## config.mk

```make
export PLATFORM = sky130hd
export DESIGN_NAME = alu_share_ctrl
export DESIGN_NICKNAME = d
export VERILOG_FILES = /design/src/rtl/alu_pkg.sv /design/src/rtl/alu.sv /design/src/rtl/rr_arb2.sv /design/src/rtl/alu_share_ctrl.sv
export SDC_FILE = /design/constraint.sdc
export NUM_CORES = 1
export LEC_CHECK = 0
export ABC_AREA = 1
export BUFFER_PORTS_ARGS = -buffer_cell sky130_fd_sc_hd__buf_2
export CORE_ASPECT_RATIO = 2
export CORE_MARGIN = 1.5
export CORE_UTILIZATION = 35
export CTS_CLUSTER_DIAMETER = 30
export DETAILED_ROUTE_END_ITERATION = 10
export SKIP_LAST_GASP = 1
export SLEW_MARGIN = 10
export SYNTH_ARGS = -nofsm -noshare
export SYNTH_HDL_FRONTEND = slang
export SYNTH_SLANG_ARGS = --single-unit
```

## constraint.sdc

```tcl
create_clock -name clk -period 4.5 [get_ports clk]
set_input_delay 0 -clock clk [delete_from_list [all_inputs] [get_ports clk]]
set_output_delay 0 -clock clk [all_outputs]
set_load 0.005 [all_outputs]
```

## src/rtl/alu_pkg.sv

```systemverilog
// Shared definitions for the time-shared ALU: datapath width, function codes
// and the controller state encoding.
package alu_pkg;

  localparam int N_DEF = 32;

  localparam logic [2:0] FN_AND  = 3'b000;
  localparam logic [2:0] FN_OR   = 3'b001;
  localparam logic [2:0] FN_ADD  = 3'b010;
  localparam logic [2:0] FN_ZERO = 3'b011;
  localparam logic [2:0] FN_ANDN = 3'b100;
  localparam logic [2:0] FN_ORN  = 3'b101;
  localparam logic [2:0] FN_SUB  = 3'b110;
  localparam logic [2:0] FN_SLTN = 3'b111;

  typedef enum logic [1:0] {
    IDLE = 2'd0,
    EXEC = 2'd1,
    RESP = 2'd2
  } state_t;

endpackage

```

## src/rtl/alu.sv

```systemverilog
// The team's combinational N-bit ALU. Carry-out is the adder carry and is
// only meaningful for FN_ADD.
module alu
  import alu_pkg::*;
#(
  parameter int N = N_DEF
) (
  input  logic [N-1:0] i_a,
  input  logic [N-1:0] i_b,
  input  logic [2:0]   i_f,
  output logic [N-1:0] o_result,
  output logic         o_cout
);

  logic [N:0] w_sum;

  assign w_sum  = {1'b0, i_a} + {1'b0, i_b};
  assign o_cout = w_sum[N];

  always_comb begin
    o_result = '0;
    case (i_f)
      FN_AND:  o_result = i_a & i_b;
      FN_OR:   o_result = i_a | i_b;
      FN_ADD:  o_result = w_sum[N-1:0];
      FN_ZERO: o_result = '0;
      FN_ANDN: o_result = i_a & ~i_b;
      FN_ORN:  o_result = i_a | ~i_b;
      FN_SUB:  o_result = i_a - i_b;
      FN_SLTN: o_result = (i_a > i_b) ? '0 : N'(1);
      default: o_result = '0;
    endcase
  end

endmodule

```

## src/rtl/rr_arb2.sv

```systemverilog
// Two-way round-robin grant: a lone requester wins; on a tie the requester
// that was not granted last time wins.
module rr_arb2 (
  input  logic [1:0] i_valid,
  input  logic       i_last_grant,
  output logic       o_grant_valid,
  output logic       o_grant_id
);

  always_comb begin
    o_grant_valid = |i_valid;
    o_grant_id    = 1'b0;
    case (i_valid)
      2'b01:   o_grant_id = 1'b0;
      2'b10:   o_grant_id = 1'b1;
      2'b11:   o_grant_id = ~i_last_grant;
      default: o_grant_id = 1'b0;
    endcase
  end

endmodule

```

## src/rtl/alu_share_ctrl.sv

```systemverilog
// Time-shares one ALU between two valid/ready requesters: IDLE accepts one
// op, EXEC registers the ALU output, RESP holds the response until taken.
module alu_share_ctrl
  import alu_pkg::*;
#(
  parameter int N     = N_DEF,
  parameter int CNT_W = 16
) (
  input  logic             clk,
  input  logic             rst,
  input  logic             req0_valid,
  output logic             req0_ready,
  input  logic [N-1:0]     req0_a,
  input  logic [N-1:0]     req0_b,
  input  logic [2:0]       req0_f,
  input  logic             req1_valid,
  output logic             req1_ready,
  input  logic [N-1:0]     req1_a,
  input  logic [N-1:0]     req1_b,
  input  logic [2:0]       req1_f,
  output logic             rsp0_valid,
  input  logic             rsp0_ready,
  output logic [N-1:0]     rsp0_result,
  output logic             rsp0_cout,
  output logic             rsp1_valid,
  input  logic             rsp1_ready,
  output logic [N-1:0]     rsp1_result,
  output logic             rsp1_cout,
  output logic             busy,
  output logic [CNT_W-1:0] op_count,
  output state_t           dbg_state
);

  // Handshake: a transfer happens on a rising edge where valid and ready are
  // both high; ready never depends on anything but state, valids and history.
  state_t           r_state;
  logic             r_owner;
  logic             r_last_grant;
  logic [N-1:0]     r_a;
  logic [N-1:0]     r_b;
  logic [2:0]       r_f;
  logic [N-1:0]     r_result;
  logic             r_cout;
  logic             r_rsp0_valid;
  logic             r_rsp1_valid;
  logic             r_busy;
  logic [CNT_W-1:0] r_op_count;

  logic             w_gnt_valid;
  logic             w_gnt_id;
  logic             w_take;
  logic             w_rsp_taken;
  logic [N-1:0]     w_alu_result;
  logic             w_alu_cout;

  rr_arb2 u_arb (
    .i_valid      ({req1_valid, req0_valid}),
    .i_last_grant (r_last_grant),
    .o_grant_valid(w_gnt_valid),
    .o_grant_id   (w_gnt_id)
  );

  alu #(.N(N)) u_alu (
    .i_a     (r_a),
    .i_b     (r_b),
    .i_f     (r_f),
    .o_result(w_alu_result),
    .o_cout  (w_alu_cout)
  );

  assign w_take      = (r_state == IDLE) && w_gnt_valid;
  assign w_rsp_taken = r_owner ? rsp1_ready : rsp0_ready;

  // Readies are masked by rst so every output reads 0 while reset is held.
  assign req0_ready  = ~rst & w_take & ~w_gnt_id;
  assign req1_ready  = ~rst & w_take & w_gnt_id;

  assign rsp0_valid  = r_rsp0_valid;
  assign rsp1_valid  = r_rsp1_valid;
  assign rsp0_result = r_result;
  assign rsp1_result = r_result;
  assign rsp0_cout   = r_cout;
  assign rsp1_cout   = r_cout;
  assign busy        = r_busy;
  assign op_count    = r_op_count;
  assign dbg_state   = r_state;

  always_ff @(posedge clk or posedge rst) begin
    if (rst) begin
      r_state      <= IDLE;
      r_owner      <= 1'b0;
      r_last_grant <= 1'b1;
      r_a          <= '0;
      r_b          <= '0;
      r_f          <= '0;
      r_result     <= '0;
      r_cout       <= 1'b0;
      r_rsp0_valid <= 1'b0;
      r_rsp1_valid <= 1'b0;
      r_busy       <= 1'b0;
      r_op_count   <= '0;
    end else begin
      case (r_state)
        IDLE: begin
          if (w_take) begin
            r_a          <= w_gnt_id ? req1_a : req0_a;
            r_b          <= w_gnt_id ? req1_b : req0_b;
            r_f          <= w_gnt_id ? req1_f : req0_f;
            r_owner      <= w_gnt_id;
            r_last_grant <= w_gnt_id;
            r_busy       <= 1'b1;
            r_state      <= EXEC;
          end
        end
        EXEC: begin
          // The ALU leaves carry undefined except for ADD, so mask it here.
          r_result     <= w_alu_result;
          r_cout       <= (r_f == FN_ADD) && w_alu_cout;
          r_rsp0_valid <= ~r_owner;
          r_rsp1_valid <= r_owner;
          r_state      <= RESP;
        end
        RESP: begin
          if (w_rsp_taken) begin
            r_rsp0_valid <= 1'b0;
            r_rsp1_valid <= 1'b0;
            r_busy       <= 1'b0;
            r_state      <= IDLE;
            if (r_op_count != '1) begin
              r_op_count <= r_op_count + CNT_W'(1);
            end
          end
        end
        default: begin
          r_state <= IDLE;
        end
      endcase
    end
  end

endmodule
```

# After elaboration in Yosys (flattened, before gate mapping)
# Cells that the tools add are included.
# totals
ff_bits	123
in_bits	140
out_inout_bits	89
elab_cells	69
# classes
addsub	3
magnitude_cmp	1
n_eq_ne	14
n_mux	15
n_bitwise	12
reduce_logical	12
# ops
op	n
32-bit one-hot mux with 8 select lines	1
32-bit AND	2
32-bit two-way mux	2
32-bit OR	2
32-bit by 32-bit adder with 33-bit output	1
32-bit > comparator	1
32-bit NOT	1
32-bit subtractor	1
16-bit by 1-bit adder with 16-bit output (second input constant)	1
16-bit != test (second input constant)	1
3-bit equality test (second input constant)	4
1-bit one-hot mux with 2 select lines	4
2-bit equality test (second input constant)	3
3-bit by 2-bit equality test with 1-bit output (second input constant)	2
2-bit one-hot mux with 3 select lines	1
2-bit AND reduction	3
3-bit AND reduction	2
1-bit two-way mux	4
2-bit two-way mux	2
2-bit != test (second input constant)	2
1-bit NOT	4
2-bit nonzero test	2
1-bit AND	3
3-bit by 1-bit equality test with 1-bit output (second input constant)	1
6 further kinds	7

# Depth between registers and ports, before layout
# Gate-level depths: netlist of the first run.
# logic_depth
ltp_word	4
depth_mapped	18
mapped_depth_nobuf	18

# Modules after synthesis
# Synthesis of the first run repeated with hierarchy kept, for this count alone.
# unflattened
hier_cells	2143
hier_area_um2	12544.5
# by_module_without_submodules
module	instances	cells_per_inst	area_per_inst_um2	seq_area_each_um2
alu	1	1360	6536.3	0.0
alu_share_ctrl	1	780	5993.2	3079.2
rr_arb2	1	3	15.0	0.0

# Least setup slack after synthesis of the first run
# OpenSTA, ideal clock, no wires.
# synth_timing
path_kind	flip-flop to flip-flop
start	reg r_a[0]
end	reg r_result[30] (netlist: rsp0_result[30])
setup_ps	117
t_arrival_ps	1950
required_ps	4383
path_slack_ps	2433
path_stages_with_launch	18
path_buffers	0
synth_period_minus_slack_ps	2067
cell_sequence	dfrtp_1 > inv_1 > ha_1 > fa_1 > inv_1 > nand2_1 > o21ai_4 > nand2_2 > nand2_2 > nand2_2 > nand2_2 > nand2_1 > nand2_1 > nand2_1 > nand3_1 > nand3_1 > nand2_1 > nand2_1
# synth_via
elab_chain_cells	2
elab_cells_between_ends	3
classes_between	add/sub: 2; mux: 1
# synth_rtl
element	line_no	rtl
from (decl)	alu_share_ctrl.sv:39	logic [N-1:0] r_a;
from (signal assigned)	alu_share_ctrl.sv:106	r_a <= w_gnt_id ? req1_a : req0_a;
32-bit subtractor / 32-bit by 32-bit adder with 33-bit output (equally long branches)	alu.sv:29, alu.sv:17	
32-bit one-hot mux with 8 select lines (*)	alu.sv:22	case (i_f)
to (signal assigned)	alu_share_ctrl.sv:117	r_result <= w_alu_result;
to (decl)	alu_share_ctrl.sv:42	logic [N-1:0] r_result;
# Every way passes the cells marked *; elsewhere a longest branch is shown, timed or not.
# A chain may end at the register's enable or synchronous reset.

# Worst setup path after layout of the first run
# layout_timing
start	reg r_last_grant
end	reg r_a[11]
# layout_via
elab_chain_cells	3
# layout_rtl
element	line_no	rtl
from (decl)	alu_share_ctrl.sv:38	logic r_last_grant;
from (signal assigned)	alu_share_ctrl.sv:110	r_last_grant <= w_gnt_id;
1-bit NOT	rr_arb2.sv:16	2'b11: o_grant_id = ~i_last_grant;
1-bit one-hot mux with 2 select lines	rr_arb2.sv:13	case (i_valid)
32-bit two-way mux	alu_share_ctrl.sv:106	
# No other way between the ends.

==> results of run 1 <==
cell usage after synthesis (3+ instances only):
| cell type | instances |
|---|---|
| a21oi_1 | 76 |
| a21oi_2 | 8 |
| a22o_1 | 4 |
| a31oi_1 | 10 |
| and2_1 | 4 |
| and3_1 | 3 |
| buf_2 | 26 |
| buf_4 | 49 |
| buf_6 | 3 |
| clkbuf_1 | 25 |
| clkinv_1 | 3 |
| dfrtp_1 | 122 |
| ha_1 | 65 |
| inv_1 | 248 |
| inv_2 | 20 |
| nand2_1 | 447 |
| nand2_2 | 29 |
| nand3_1 | 131 |
| nand3_2 | 7 |
| nand4_1 | 33 |
| nor2_1 | 219 |
| nor2_2 | 21 |
| nor3_1 | 10 |
| nor3_2 | 5 |
| nor4_1 | 4 |
| o21ai_0 | 71 |
| o21ai_1 | 11 |
| o21bai_1 | 11 |
| o22ai_1 | 63 |
| o31ai_1 | 11 |
| or2_2 | 9 |
| xnor2_1 | 9 |
| xor2_1 | 38 |
power by group:
part           total (mW)  internal [mW]  switching, mW
clock                1.57           1.00          0.567
sequential           2.30           1.62          0.681
combinational        10.1           3.52           6.58
cell families after synthesis:
family | Yosys count | share of synthesized area
AOI/OAI and AO/OA | 271 | 0.136
buffers and inverters | 374 | 0.142
and+or+nand+nor | 929 | 0.348
adders and majority gates | 67 | 0.0736
xor gates and xnor gates | 47 | 0.0355
DFF | 123 | 0.266
placed cells by master, fill, tap and decap left out, drive strengths merged, types with 12 or more instances in the layout:
cell type / instances
dfrtp: 122
dlygate4sd3: 139
nand2: 476
nor3: 15
buf: 241
inv: 269
nor2: 241
nand3: 139
or2: 12
a21oi: 84
ha: 65
o21ai: 85
o22ai: 63
clkbuf: 23
nand4: 33
xor2: 38
routing by layer:
layer | part of all wire | global-route usage | vias to the layer above
met2 | 0.53 | 0.535 | 430
met5 | 0 | 0 | -
li1 | - | - | 6360
met4 | 0.072 | 0.193 | 0
met3 | 0.041 | 0.0359 | 149
met1 | 0.36 | 0.282 | 6073
sequential cells by signal (all words and copies together) (netlist names):
| register | cells |
|---|---|
| r_a | 32 |
| r_b | 32 |
| rsp0_result | 32 |
| op_count | 16 |
| r_f | 3 |
| dbg_state | 2 |
| busy | 1 |
| r_last_grant | 1 |
| r_owner | 1 |
| rsp0_cout | 1 |
| rsp0_valid | 1 |
| rsp1_valid | 1 |
per-stage QoR:
stage,setup slack [ns],cell area (um^2)
finish,1.11,14800
global route,0.844,14800
CTS,1.05,14800
detailed placement,1.63,12800
global placement,1.71,12800
floorplan,1.23,11600
critical path, cell delays in order (launching register included):
cell	delay [ns]
dfstp_2	0.53
nand2_1	0.05
nand2_1	0.52
inv_1	0.47
nor2_1	0.28
inv_2	0.33
buf_4	0.34
nor2_1	0.12
nor2_1	0.05
dlygate4sd3_1	0.56
repair_timing:
item	in CTS	in global routing
endpoints found under the hold margin	192	0
setup buffers	0	0
hold buffers	139	0
layout make-up:
cell class / count / share of cell area
well taps: 432 / 0.0365
multi-input cells: 1314 / 0.465
clock inverters: 9 / 0.0106
inverters: 271 / 0.0688
clock buffers: 23 / 0.0336
repair buffers: 380 / 0.178
flip-flops and latches: 123 / 0.208
worst max-delay path by stage:
stage                                  start                  end  slack (ns)  cells after the start
finish              r_last_grant$_DFFE_PP1P_  r_a[11]$_DFFE_PP0P_        1.11                      9
global placement    r_last_grant$_DFFE_PP1P_  r_a[11]$_DFFE_PP0P_        1.71                      8
floorplan                                rst     busy$_DFFE_PP0P_        1.23                      1
detailed placement  r_last_grant$_DFFE_PP1P_  r_a[11]$_DFFE_PP0P_        1.63                      8
global route        r_last_grant$_DFFE_PP1P_  r_b[13]$_DFFE_PP0P_        0.84                      9
CTS                 r_last_grant$_DFFE_PP1P_  r_b[13]$_DFFE_PP0P_        1.05                      9
==> run_results.csv, run 1 <==
group,metric,value,unit
grt,grt.overflow.total,0,
hold_path,hold_path.class,"input pin to flop",
die,die_h,260,um
clocking,path_clk_slew,0.06,ns
drt,wire_per_inst,18.9,um
setup_path,worstPathMaxFanout,40,
placement,io_buffer_count,228,
layout,antenna_cells,0,
sta,finalSetupTns,0,ns
yosys,ys_ff_latch,123,
setup_path,rrSetupSlack,1.11,ns
layout,final_cell_count_no_fill,2552,
drt,drc_errors,0,
die,rows,94,
clocking,cts.root.buffer_cell,"clkbuf_16",
yosys,postSynthAreaPerCell,6.40,um^2
run,drv_cap,0,
setup_path,r2r_start,"r_last_grant$_DFFE_PP1P_",
setup_path,crit_type,"flop to flop",
yosys,synth_cells,1811,
grt,grt_pass1_vias,13200,
drt,viasPerCell,5.10,
placement,place_congestion,0.978,
yosys,synth_edf_count,0,
die,dieArea,34300,um^2
layout,register_area,3080,um^2
sta,hold_violations,0,
clocking,cts_max_path_buffers,2,
yosys,ys_seq_area_frac,0.266,
hold_path,min_from,"rsp0_ready",
drt,vias,13000,
setup_path,arrival,3.72,ns
sta,tightest_slew,1.13,ns
clocking,cts_buffers,17,
yosys,synth.largest_area_cell,"dfrtp_1",
layout,fillers,3421,
yosys,synth-async-reset-ratio,1.00,
sta,setup_violations,0,
power,worst_ir_drop_vdd,0.000387,V
drt,first_pass_iters,5,
die,start_util,0.353,
clocking,cts_tree,"yes",
grt,antenna_found_initial,0,
yosys,synth_flop_cell,"dfrtp_1",
layout,drive_above_1_share,0.182,
power,power.density,943,nW/um^2
run_status,status,"finished, final reports clean",
die,coreArea,32800,um^2
setup_path,crit_path_end_kind,"flop",
drt,ant_nets,0,
setup_path,start_kind,"flop",
clocking,cts-htree-levels,4,
hold_path,hold_end,"busy$_DFFE_PP0P_",
yosys,ys_types,47,
layout,multi_input_area,6890,um^2
grt,grt_usage,0.281,
die,die_w,132,um
hold_path,whs_path_depth,6,
grt,grt_pass1_wl,73.1,mm
sta,min_period,3.39,ns
power,p_leak,7.75,nW
yosys,syn_nets,2018,
sta,clock.fmax,295,MHz
sta,slew_violations,0,
sta,whs,0.0277,ns
sta,slew_headroom,0.246,
setup_path,ff2ff_path_depth,9,
setup_path,timing.rr.end,"r_a[11]$_DFFE_PP0P_",
yosys,synth_area_leaders,"dfrtp_1, nand2_1, inv_1",
layout,nets,2314,
setup_path,cp.required,4.83,ns
clocking,cts_resized,0,
placement,dpl.cell_count,2381,
die,ios,229,
placement,hpwl,37.8,mm
sta,skew,0.0160,ns
power,power,14.0,mW
grt,grt_max_degree,63,
sta,rsz0062_at_grt,"no",
layout,fin_util,0.452,
clocking,clk_latency,0.45,ns
yosys,synth_warnings,0,
layout,synthToLayoutAreaGrowth,27.8,%
sta,min_period_over_period,0.754,
yosys,syn_area,11600,um^2
drt,drt_iter0_drc,674,
drt,routed_wl,48.3,mm
yosys,synth_top_area_frac,0.263,
clocking,clock_sinks,123,
(Power assumes the default switching activity.)
==> run 2, diff against run 1 <==
Settings changed: ABC_AREA 1 to 0.
Clock period 4.5 ns to 2.8 ns, I/O delays scaled along.
==> run_results.csv, run 2 <==
group,metric,value,unit
hold_path,hold_path.class,"input pin to flop",
clocking,cts_tree,"yes",
hold_path,hold_end,"r_b[9]$_DFFE_PP0P_",
placement,place_congestion,1.02,
yosys,syn_area,10000,um^2
yosys,synth_compound_area_frac,0.214,
layout,synthToLayoutAreaGrowth,53.4,%
yosys,synth_top_family_by_area,"compound AO/OA/AOI/OAI gates",
drt,drt_iter0_drc,519,
placement,io_buffer_count,228,
layout,antenna_cells,0,
yosys,synthSimpleGateAreaFrac,0.152,
layout,layout_commonest_cell,"buf_2",
placement,hpwl,33.3,mm
yosys,synthAdderAreaFrac,0.110,
clocking,cts-htree-levels,4,
sta,setup_violations,13,
sta,rsz0062_at_grt,"yes",
yosys,synth_top_area_frac,0.305,
grt,grt_usage,0.295,
grt,grt_pass1_wl,64.7,mm
yosys,postSynthAreaPerCell,8.22,um^2
drt,drc_errors,0,
clocking,cts_max_path_buffers,2,
setup_path,cp_cell_sequence,"inv_2, ha_4, or4_4, or3_4, a21oi_4, o2111ai_4, buf_6, a2111oi_4, a2bb2oi_2, xnor2_1, a21oi_2, o31ai_1",
layout,nets,1920,
grt,grt_pass1_vias,11800,
sta,slew_headroom,0.397,
setup_path,worstPathMaxFanout,3,
yosys,ys_types,74,
sta,slew_violations,0,
setup_path,ff2ff_path_depth,12,
setup_path,crit_path_end_kind,"flop",
yosys,synth_xor_area_frac,0.0629,
layout,drive_above_1_share,0.343,
yosys,synth_edf_count,0,
die,die_w,123,um
sta,tightest_slew,0.899,ns
die,start_util,0.356,
clocking,cts_buffers,17,
hold_path,min_from,"req0_b[9]",
clocking,clock_sinks,123,
setup_path,rrSetupSlack,-0.21,ns
clocking,clk_latency,0.45,ns
setup_path,r2r_start,"r_b[11]$_DFFE_PP0P_",
yosys,syn_nets,1426,
setup_path,cp.required,3.15,ns
yosys,ys_ff_latch,123,
sta,hold_violations,0,
drt,vias,11100,
yosys,synth.largest_area_cell,"dfrtp_1",
run,drv_cap,0,
yosys,yosysMostFrequentCell,"nand2_1",
grt,grt.overflow.total,0,
sta,finalSetupTns,-1.36,ns
drt,routed_wl,43.3,mm
yosys,synth_warnings,0,
yosys,ys_seq_area_frac,0.307,
clocking,cts.root.buffer_cell,"clkbuf_16",
yosys,synthMuxAreaShare,0.0721,
power,power.density,1450,nW/um^2
setup_path,timing.rr.end,"rsp0_result[22]$_DFFE_PP0P_",
grt,grt_max_degree,89,
setup_path,cp_slowest_cell,"or4_4",
sta,min_period,3.01,ns
die,rows,87,
sta,setup_slack,-0.214,ns
setup_path,start_kind,"flop",
power,p_leak,7.38,nW
sta,clock.fmax,332,MHz
yosys,synth_cells,1219,
drt,viasPerCell,5.32,
die,coreArea,28200,um^2
placement,dpl_worst_slack,-0.420,ns
power,worst_ir_drop_vdd,0.000684,V
run_status,status,"finished, violations left",
yosys,synth_common_cells,"nand2_1, dfrtp_1, o21ai_0",
hold_path,whs_path_depth,3,
yosys,synth_flop_cell,"dfrtp_1",
drt,wire_per_inst,20.8,um
die,die_h,242,um
sta,min_period_over_period,1.08,
setup_path,crit_type,"flop to flop",
setup_path,arrival,3.36,ns
clocking,path_clk_slew,0.06,ns
drt,first_pass_iters,5,
die,ios,229,
die,dieArea,29700,um^2
setup_path,slowest_delay,0.53,ns
run_status,violations,"setup timing",
drt,ant_nets,0,
grt,antenna_found_initial,0,
sta,skew,0.00616,ns
yosys,synth-async-reset-ratio,1.00,
setup_path,crit_start,"r_b[11]$_DFFE_PP0P_",
layout,layout_common_cells,"buf_2, buf_4, dlygate4sd3_1, nand2_1, dfrtp_1",
yosys,synth_area_leaders,"dfrtp_1, ha_1, mux2i_1",
run 2: repair_timing:
action | 4_1_cts | 5_1_grt
gates resized for setup | 87 | 41
buffers inserted | 12 | 4
endpoints found under the setup margin | 22 | 23
hold buffers | 133 | 0
pin swaps | 39 | 36
endpoints found under the hold margin | 96 | 0
run 2: cell type report:
class	instances	area [um^2]
Tap cell	356	445
Fill cell	2586	12800
Multi-Input combinational cell	914	6720
Inverter	73	283
Clock buffer	19	453
Sequential cell	123	3080
Timing Repair Buffer	584	4240
Clock inverter	13	156
run 2: through the flow:
| step | power, mW | util | area (um^2) | hold slack [ns] | cells |
|---|---|---|---|---|---|
| after global placement | 17.8 | 0.452 | 12800 | 0.197 | 1904 |
| after global routing | 23.7 | 0.546 | 15400 | 0.0296 | 2082 |
| after detailed placement | 17.9 | 0.452 | 12800 | 0.203 | 1904 |
| after CTS | 21.6 | 0.538 | 15200 | 0.0241 | 2079 |
| final | 22.3 | 0.546 | 15400 | 0.00791 | 2082 |
| after floorplan | 11.4 | - | 10000 | 0.0365 | 1219 |
run 2: worst max-delay path by stage:
| stage | end | slack [ns] | cells past startpoint |
|---|---|---|---|
| 2_1_floorplan | rsp0_result[30]$_DFFE_PP0P_ | -0.13 | 12 |
| 3_3_place_gp | rsp0_result[25]$_DFFE_PP0P_ | -0.43 | 12 |
| 3_5_place_dp | rsp0_result[25]$_DFFE_PP0P_ | -0.42 | 12 |
| 4_1_cts | rsp0_result[22]$_DFFE_PP0P_ | -0.21 | 12 |
| 5_1_grt | rsp0_result[22]$_DFFE_PP0P_ | -0.33 | 12 |
| 6_report | rsp0_result[22]$_DFFE_PP0P_ | -0.21 | 12 |
run 2: critical path: cells and delay by family (launching register included):
family	cells	cell delay, ns
AOI/OAI and AO/OA	6	1.04
xor gates and xnor gates	1	0.14
adders and majority gates	1	0.21
buffers and inverters	2	0.25
DFF	1	0.39
and+or+nand+nor	2	0.88
run 2: layer usage:
layer  part of all wire  GRT usage
met5                  0          0
met4              0.090      0.244
met3              0.037     0.0490
met2               0.57      0.573
met1               0.30      0.245
run 2: cell families after synthesis:
| kind of cell | after synthesis |
|---|---|
| compound gates | 343 |
| simple gates | 335 |
| buf+inv | 182 |
| flops | 123 |
| fa+ha+maj | 92 |
| xor+xnor | 72 |
| mux | 72 |
run 2: report_power, final:
| group | switching [mW] | leakage (nW) | internal, mW |
|---|---|---|---|
| clock | 0.917 | 0.293 | 1.38 |
| sequential | 0.830 | 1.52 | 2.59 |
| combinational | 9.18 | 5.57 | 7.36 |
